==> src/rtl/spi_pkg.sv <==
// Shared types and edge-select helpers for the oversampled SPI slave.
package spi_pkg;

    typedef enum logic {
        IDLE   = 1'b0,
        ACTIVE = 1'b1
    } spi_state_t;

    localparam logic EDGE_RISE = 1'b1;
    localparam logic EDGE_FALL = 1'b0;

    // Data is sampled on the rising spi_clk edge when CPOL equals CPHA, otherwise on the falling edge.
    function automatic logic sample_edge_sel(input logic cpol, input logic cpha);
        return (cpol == cpha) ? EDGE_RISE : EDGE_FALL;
    endfunction

endpackage

==> src/rtl/sync_bits.sv <==
// Multi-bit flop synchronizer with a per-bit reset level.
module sync_bits #(
    parameter int               WIDTH   = 1,
    parameter int               STAGES  = 2,
    parameter logic [WIDTH-1:0] RST_VAL = '0
) (
    input  logic             clk_sys,
    input  logic             rst,
    input  logic [WIDTH-1:0] d,
    output logic [WIDTH-1:0] q
);

    logic [WIDTH-1:0] stage [STAGES];

    // Shift the asynchronous inputs through the synchronizer chain.
    always_ff @(posedge clk_sys) begin
        if (rst) begin
            for (int i = 0; i < STAGES; i++) stage[i] <= RST_VAL;
        end else begin
            stage[0] <= d;
            for (int i = 1; i < STAGES; i++) stage[i] <= stage[i-1];
        end
    end

    assign q = stage[STAGES-1];

endmodule

==> src/rtl/spi_slave_oversampled.sv <==
// SPI slave that oversamples the SPI pins with clk_sys.
//
// state  | meaning
// IDLE   | chip select high, spi_clk edges ignored
// ACTIVE | chip select low, shifting words in and out
module spi_slave_oversampled
    import spi_pkg::*;
#(
    parameter int                DATA_W      = 8,
    parameter bit                CPOL        = 1'b0,
    parameter bit                CPHA        = 1'b0,
    parameter bit                MSB_FIRST   = 1'b1,
    parameter int                SYNC_STAGES = 2,
    parameter logic [DATA_W-1:0] TX_IDLE     = '1
) (
    input  logic              clk_sys,
    input  logic              rst,
    input  logic              spi_clk,
    input  logic              spi_cs_n,
    input  logic              spi_mosi,
    output logic              spi_miso,
    output logic              spi_miso_oe,
    output logic [DATA_W-1:0] rx_data,
    output logic              rx_valid,
    input  logic              rx_ready,
    output logic              rx_overrun,
    input  logic [DATA_W-1:0] tx_data,
    input  logic              tx_valid,
    output logic              tx_ready,
    output logic              tx_underrun,
    output logic              busy
);

    localparam int              CNT_W       = $clog2(DATA_W);
    localparam logic [CNT_W-1:0] LAST_BIT   = CNT_W'(DATA_W - 1);
    localparam int              FL_W        = $clog2(SYNC_STAGES + 1);
    localparam logic            SAMPLE_RISE = sample_edge_sel(CPOL, CPHA);

    logic [2:0]        pins_s;
    logic              s_clk, s_cs_n, s_mosi;
    logic              clk_d, cs_n_d, mosi_d;
    logic              samp_stb, shift_stb;
    logic [FL_W-1:0]   flush_cnt;
    logic              armed;
    logic              cs_fall, cs_rise;
    spi_state_t        state, state_nx;
    logic [CNT_W-1:0]  bit_cnt;
    logic [DATA_W-1:0] rx_sh, rx_next;
    logic [DATA_W-1:0] tx_sh, tx_buf, tx_load_val;
    logic              tx_full;
    logic              skip_shift;
    logic              pend_und;

    sync_bits #(
        .WIDTH   (3),
        .STAGES  (SYNC_STAGES),
        .RST_VAL ({CPOL, 1'b1, 1'b0})
    ) u_sync (
        .clk_sys (clk_sys),
        .rst     (rst),
        .d       ({spi_clk, spi_cs_n, spi_mosi}),
        .q       (pins_s)
    );

    assign s_clk  = pins_s[2];
    assign s_cs_n = pins_s[1];
    assign s_mosi = pins_s[0];

    // Delayed copies of the synced pins and registered spi_clk edge strobes; MOSI is delayed to line up with the strobe.
    always_ff @(posedge clk_sys) begin
        if (rst) begin
            clk_d     <= CPOL;
            cs_n_d    <= 1'b1;
            mosi_d    <= 1'b0;
            samp_stb  <= 1'b0;
            shift_stb <= 1'b0;
        end else begin
            clk_d     <= s_clk;
            cs_n_d    <= s_cs_n;
            mosi_d    <= s_mosi;
            samp_stb  <= SAMPLE_RISE ? (s_clk & ~clk_d) : (~s_clk & clk_d);
            shift_stb <= SAMPLE_RISE ? (~s_clk & clk_d) : (s_clk & ~clk_d);
        end
    end

    // Arm only once the flushed synchronizer has seen chip select high, so a cs_n held low through reset cannot start a word.
    always_ff @(posedge clk_sys) begin
        if (rst) begin
            flush_cnt <= FL_W'(SYNC_STAGES);
            armed     <= 1'b0;
        end else begin
            if (flush_cnt != '0) flush_cnt <= flush_cnt - FL_W'(1);
            if (flush_cnt == '0 && s_cs_n && cs_n_d) armed <= 1'b1;
        end
    end

    assign cs_fall = armed & cs_n_d & ~s_cs_n;
    assign cs_rise = ~cs_n_d & s_cs_n;

    // State register.
    always_ff @(posedge clk_sys) begin
        if (rst) state <= IDLE;
        else     state <= state_nx;
    end

    // Next-state decode from chip select edges.
    always_comb begin
        state_nx = state;
        case (state)
            IDLE:    if (cs_fall) state_nx = ACTIVE;
            ACTIVE:  if (cs_rise) state_nx = IDLE;
            default: state_nx = IDLE;
        endcase
    end

    assign rx_next     = MSB_FIRST ? {rx_sh[DATA_W-2:0], mosi_d} : {mosi_d, rx_sh[DATA_W-1:1]};
    assign tx_load_val = tx_full ? tx_buf : TX_IDLE;

    // Word datapath: RX assembly and handshake, TX buffer and shifter, bit counter.
    always_ff @(posedge clk_sys) begin
        if (rst) begin
            bit_cnt     <= '0;
            rx_sh       <= '0;
            rx_data     <= '0;
            rx_valid    <= 1'b0;
            rx_overrun  <= 1'b0;
            tx_sh       <= '0;
            tx_buf      <= '0;
            tx_full     <= 1'b0;
            tx_underrun <= 1'b0;
            skip_shift  <= 1'b0;
            pend_und    <= 1'b0;
        end else begin
            rx_overrun  <= 1'b0;
            tx_underrun <= 1'b0;
            if (rx_valid && rx_ready) rx_valid <= 1'b0;
            if (tx_valid && !tx_full) begin
                tx_buf  <= tx_data;
                tx_full <= 1'b1;
            end
            if (state == IDLE) begin
                if (cs_fall) begin
                    bit_cnt    <= '0;
                    tx_sh      <= tx_load_val;
                    skip_shift <= CPHA;
                    pend_und   <= 1'b0;
                    if (tx_full) tx_full     <= 1'b0;
                    else         tx_underrun <= 1'b1;
                end
            end else if (cs_rise) begin
                bit_cnt    <= '0;
                skip_shift <= 1'b0;
                pend_und   <= 1'b0;
            end else if (samp_stb) begin
                rx_sh <= rx_next;
                // A back-to-back word that was preloaded with TX_IDLE reports its underrun once it actually starts.
                if (pend_und && bit_cnt == '0) begin
                    tx_underrun <= 1'b1;
                    pend_und    <= 1'b0;
                end
                if (bit_cnt == LAST_BIT) begin
                    bit_cnt  <= '0;
                    rx_data  <= rx_next;
                    rx_valid <= 1'b1;
                    if (rx_valid && !rx_ready) rx_overrun <= 1'b1;
                    // The trailing shift edge of the finished word must not advance the freshly loaded word.
                    tx_sh      <= tx_load_val;
                    skip_shift <= 1'b1;
                    pend_und   <= !tx_full;
                    if (tx_full) tx_full <= 1'b0;
                end else begin
                    bit_cnt <= bit_cnt + CNT_W'(1);
                end
            end else if (shift_stb) begin
                if (skip_shift) skip_shift <= 1'b0;
                else            tx_sh      <= MSB_FIRST ? (tx_sh << 1) : (tx_sh >> 1);
            end
        end
    end

    assign spi_miso    = MSB_FIRST ? tx_sh[DATA_W-1] : tx_sh[0];
    assign spi_miso_oe = ~s_cs_n;
    assign tx_ready    = ~tx_full;
    assign busy        = (state == ACTIVE);

endmodule

==> config.mk <==
export PLATFORM = sky130hd
export DESIGN_NAME = spi_slave_oversampled
export DESIGN_NICKNAME = d
export VERILOG_FILES = /design/src/rtl/spi_pkg.sv /design/src/rtl/sync_bits.sv /design/src/rtl/spi_slave_oversampled.sv
export SDC_FILE = /design/constraint.sdc
export NUM_CORES = 1
export LEC_CHECK = 0
export ABC_AREA = 1
export CORE_MARGIN = 4
export CORE_UTILIZATION = 50
export CTS_BUF_LIST = sky130_fd_sc_hd__clkbuf_16
export DETAILED_ROUTE_END_ITERATION = 12
export PLACE_DENSITY = 0.74
export SLEW_MARGIN = 20
export SYNTH_ARGS = -nofsm -noshare
export SYNTH_HDL_FRONTEND = slang
export SYNTH_SLANG_ARGS = --single-unit
==> constraint.sdc <==
create_clock -name clk_sys -period 3.5 [get_ports clk_sys]
set_clock_uncertainty 0.05 [all_clocks]
set_input_delay 0.7 -clock clk_sys [delete_from_list [all_inputs] [get_ports clk_sys]]
set_output_delay 0.7 -clock clk_sys [all_outputs]
set_load 0.01 [all_outputs]
Word-level counts from Yosys, hierarchy flattened
Memory sizes are Yosys's and may differ from the RTL's.
Cells that the tools add are included.
{ "classes": {"n_div": 0, "add_sub_neg": 2, "n_lt_le_gt_ge": 0, "muxes": 51, "bitwise": 16, "eq_ne": 9, "n_mul": 0, "shifts": 0, "n_reduce_logical": 19} }
{ "ops": {"columns": ["cell", "n"], "rows": [
  ["two-way mux 8 bit", 8],
  ["two-way mux 1 bit", 35],
  ["two-way mux 3 bit", 7],
  ["inequality test 3 bit, second input constant", 3],
  ["NOT 1 bit", 9],
  ["AND reduction 3 bit", 3],
  ["logical AND 1 bit", 6],
  ["bitwise AND 1 bit", 5],
  ["AND reduction 5 bit", 1],
  ["OR reduction 5 bit", 1],
  ["inequality test 4 x 2 -> 1 bit, second input constant", 1],
  ["inequality test 4 x 3 -> 1 bit, second input constant", 1],
  ["inequality test 4 bit, second input constant", 1],
  ["AND reduction 4 bit", 1],
  ["nonzero test 2 bit", 2],
  ["adder 3 x 1 -> 3 bit, second input constant", 1],
  ["equality test 3 bit, second input constant", 1],
  ["zero test 3 bit", 1],
  ["inequality test 3 x 2 -> 1 bit, second input constant", 1],
  ["zero test 1 bit", 2],
  ["zero test 2 bit", 1],
  ["inequality test 2 bit, second input constant", 1],
  ["OR 1 bit", 2],
  ["case mux 1 bit (2 select lines)", 1],
  ["other kinds (2)", 2]
]} }
{ "word_totals": {"regBits": 49, "romBits": 0, "ramBits": 6, "inputBits": 15, "word_cells": 117, "latchBits": 0, "output_inout_bits": 15, "n_memories": 1} }
{ "mem_list": {"columns": ["name", "depth", "width", "read_ports", "rd_clocked_by_memory_dff", "write_ports", "line", "text"], "rows": [
  ["u_sync.stage", 2, 3, 2, 0, 2, "sync_bits.sv:13", "logic [WIDTH-1:0] stage [STAGES];"]
]} }

Depth between registers and ports, before layout
{ "depth": {"ltp_word": 8, "mapped_depth": 9} }

By module
From an unflattened synthesis, not the netlist that was laid out.
{ "unflattened": {"cells_unflattened": 309, "area_unflattened_um2": 2433.6} }
{ "modules_own_cells": {"columns": ["mod", "area_each_um2", "n_inst", "cells_each"], "rows": [
  ["spi_slave_oversampled", 2242.2, 1, 287],
  ["sync_bits", 191.4, 1, 22]
]} }

Least setup slack after synthesis
Ideal clock, no wire load.
{ "synth_path": {"path_kind": "input to register", "from": "in rst", "to": "reg rx_overrun", "arrival_ns": 1.305, "n_path_buf": 2, "path_slack_ns": 2.014, "stages": 3, "setup_time_ns": 0.132, "path_cell_list": "clkbuf_1 > clkbuf_1 > nor3_1"} }
{ "synth_via": {"elab_chain_cells": 1} }
{ "synth_lines": {"columns": ["item", "line", "text"], "rows": [
  ["start: declaration", "spi_slave_oversampled.sv:17", "input logic rst,"],
  ["OR reduction 5 bit (no source line)", null, null],
  ["end signal: assignment", "spi_slave_oversampled.sv:126", "rx_overrun <= 1'b0;"],
  ["end signal: assignment", "spi_slave_oversampled.sv:134", "rx_overrun <= 1'b0;"],
  ["end signal: assignment", "spi_slave_oversampled.sv:165", "if (rx_valid && !rx_ready) rx_overrun <= 1'b1;"],
  ["end: declaration", "spi_slave_oversampled.sv:26", "output logic rx_overrun,"]
]} }
Every way passes these cells.
A chain may end at the register's enable or synchronous reset.

Worst setup path in the final report
{ "layout_path": {"from": "reg state, in the netlist busy", "to": "out busy"} }
{ "layout_rtl": {"columns": ["item", "line", "text"], "rows": [
  ["start: declaration", "spi_slave_oversampled.sv:46", "spi_state_t state, state_nx;"],
  ["start signal: assignment", "spi_slave_oversampled.sv:103", "else state <= state_nx;"],
  ["end: declaration", "spi_slave_oversampled.sv:31", "output logic busy"]
]} }
No word-level cell between the ends.

==> key figures <==
Setup path
  – Startpoint type of the worst setup path: flop
  – Cell class contributing the biggest share of worst-path delay: buffers and inverters
  – Type of the setup path with the least slack: reg -> out
  – Crit path buf inv count: 1
  – Endpoint required time on the critical path: 2750 ps
  – Worst path max stage delay: 620 ps
  – Critical path peak fanout: 7
  – Master of the slowest instance on the critical path: sky130_fd_sc_hd__clkdlybuf4s50_1
  – Critical path data arrival time: 1490 ps
  – Crit path cell chain: clkdlybuf4s50_1
  – Sort of element at the end of the critical path: output port

Final layout
  – Antenna Cells: 0
  – NumNets Final: 329
  – Share of the core filled with cells in the final layout: 63.07%
  – Filler cell count: 347
  – Layout cell share with drive strength beyond 1: 9.677%
  – Area grow syn2layout: 21.40%

STA
  – Final-report setup violation count: 0
  – Count of final max-slew check failures: 0
  – Remaining max-slew budget at the tightest pin: 68.73%
  – Final hold violation count: 0
  – Worst Max-Slew Pin Slew: 468.6 ps
  – Maximum clock rate: 447.1 MHz
  – Final min period: 2237 ps
  – Portion of the clock cycle consumed by the worst path in the final layout: 63.90%
  – Setup_tns: 0 ps
  – Setup repair after global routing missed its margin: false

Global route
  – Antenna violations before repair: 0
  – Vias in the first global route: 1670
  – First-pass GRT wire length: 7348 µm
  – Global-route usage over all layers: 16.96%
  – Grt ovf: 0
  – Pin count of the biggest net entering global routing: 39

Route
  – Drt initial violations: 103
  – Total routed wirelength: 4239 µm
  – DRC violation count after routing: 0
  – DR WL/cell: 11.71 µm
  – Vias per cell: 5.022
  – Total number of vias: 1818
  – Routed Antenna Nets: 0
  – Pre-Repair DR Iteration Count: 4

Die
  – Die area: 5665 µm²
  – Die boundary width: 75.27 µm
  – Initial core utilization: 51.95%
  – Number of ports placed on the die boundary: 30
  – Site row count: 24
  – Core Area: roughly 4400 µm²
  – Height of the die: between 70 and 80 µm

Placement
  – Number of buffers added on ports: 29
  – Routability Congestion: 0.7651
  – Dpl hpwl: 2944 µm

Synth
  – Synthesized netlist net count: 300
  – Average footprint of a synthesized cell: 8.079 µm²
  – Count of state elements after synthesis: 55
  – Number of unique standard cell types used by synthesis: 29
  – Gate count after technology mapping: 280
  – Area of the mapped netlist: 2262 µm²
  – Seq/Total Area, Yosys: 48.67%
  – Syn. warnings: 0

Clock tree
  – Clock tree from TritonCTS: built
  – Number of gates given a new drive strength after cts: 0
  – Number of levels in the clock H-tree: 2
  – Number of buffers on the longest clock path: 2
  – Buffer count from post-CTS setup fixing: 0
  – CTS Root Buffer Type: sky130_fd_sc_hd__clkbuf_16
  – Clock sink total: 55
  – CTS hold repair buffers: 0
  – Clock buffer count from CTS: 5
  – Worst-Skew Late Latency: 290 ps
  – Clock slew at reported path FFs: approximately 70 ps

Run
  – Total of max-cap violations: 0

Power
  – Worst vdd ir: 0.0003383 V
  – Leakage component of the power: 0.001055 µW
  – Pwr per Cell Area: 496.4 nW/µm²

Outcome
  – Status: finished clean

Hold path
  – Hold Path Class: reg -> reg
## flip-flops by register name, indices dropped and copies added (netlist names), 2 cells and up
register	cells
rx_data	8
tx_buf	8
flush_cnt	2
u_sync.stage	6
tx_sh	8
rx_sh	7
bit_cnt	3
## synthesized netlist by cell type, drive strengths merged
cell type | n | area share, %
o21ai | 24 | 5.3
inv | 29 | 5.0
or2 | 2 | 0.55
nor2 | 40 | 9.2
ha | 5 | 2.8
o21a | 2 | 0.66
buf | 3 | 1.1
nor3 | 4 | 0.88
nand3 | 26 | 5.8
clkbuf | 5 | 0.83
nand4 | 2 | 0.55
a211oi | 3 | 1.0
dfxtp | 55 | 49
a31oi | 1 | 0.28
nand2 | 50 | 11
nand3b | 1 | 0.33
a21oi | 27 | 6.3
clkinv | 1 | 0.17
## power breakdown
group          internal (µW)  leakage [µW]  switching [µW]
sequential               661      0.000448            20.2
combinational           58.8      0.000525            77.1
clock                    334     0.0000812             212
## worst paths after layout
| kind | cells past startpoint | start | slack, ps | endpoint |
|---|---|---|---|---|
| worst max register to register | 9 | bit_cnt[0] | 1810 | tx_sh[0] |
| worst min-delay path | 2 | u_sync.stage[0][2] | 360 | u_sync.stage[0][5] |
| worst max-delay path | 1 | busy | 1260 | busy |
| worst min register to register | 2 | u_sync.stage[0][2] | 360 | u_sync.stage[0][5] |
## layout by cell type, fill, tap and decap left out, types with 5 or more instances in the layout
master,n
sky130_fd_sc_hd__dfxtp_1,55
sky130_fd_sc_hd__nand2_1,41
sky130_fd_sc_hd__nor2_1,35
sky130_fd_sc_hd__clkdlybuf4s50_1,29
sky130_fd_sc_hd__nand3_1,26
sky130_fd_sc_hd__inv_1,25
sky130_fd_sc_hd__a21oi_1,25
sky130_fd_sc_hd__o21ai_0,23
sky130_fd_sc_hd__nand2_4,6
sky130_fd_sc_hd__ha_1,5
sky130_fd_sc_hd__clkbuf_16,5
## final cells by class
class	count	area [µm²]	area share (%)
tap	52	65.06	2.369
sequential	55	1101	40.09
multi-input combinational	187	1001	36.45
clock inverter	3	38.79	1.412
inverter	30	117.6	4.282
timing repair buffer	30	297.8	10.84
clock buffer	5	125.1	4.556
## per-stage QoR
| stage | hold WS [ps] | power, µW | setup WS (ps) | instance area, µm² | std cells |
|---|---|---|---|---|---|
| 2_1_floorplan | 338.3 | 788.2 | 2014 | 2262 | 280 |
| 3_3_place_gp | 339.9 | 828.8 | 1204 | 2582 | 354 |
| 3_5_place_dp | 345.0 | 832.0 | 1168 | 2582 | 354 |
| 4_1_cts | 354.2 | 1379 | 1250 | 2746 | 362 |
| 5_1_grt | 377.1 | 1430 | 1186 | 2746 | 362 |
| 6_report | 355.4 | 1363 | 1263 | 2746 | 362 |
## metal layers
layer | part of all wire (%) | up-vias | track usage [%]
met1 | 48 | 813 | 23.51
met3 | 3.5 | 9 | 2.804
met5 | 0 | - | 0
met4 | 2.2 | 0 | 8.738
met2 | 46 | 29 | 25.44
li1 | - | 967 | -
## worst register-to-register path, cell delays in order (launching register included)
cell and delay (ps):
sky130_fd_sc_hd__dfxtp_1 360, sky130_fd_sc_hd__ha_1 190, sky130_fd_sc_hd__ha_1 250, sky130_fd_sc_hd__inv_1 90
sky130_fd_sc_hd__nand3_1 70, sky130_fd_sc_hd__nand2_1 130, sky130_fd_sc_hd__nor2_8 190, sky130_fd_sc_hd__nand2_4 110
sky130_fd_sc_hd__nand2_1 80, sky130_fd_sc_hd__a21oi_1 50
## kinds of logic after synthesis
| family | count (synthesis) | synth area share (%) |
|---|---|---|
| flops | 55 | 48.67 |
| simple gates | 125 | 27.93 |
| compound gates | 57 | 13.55 |
| buf+inv | 38 | 7.079 |
| fa+ha+maj | 5 | 2.765 |
Note: power is estimated with default switching activity, not from simulation.
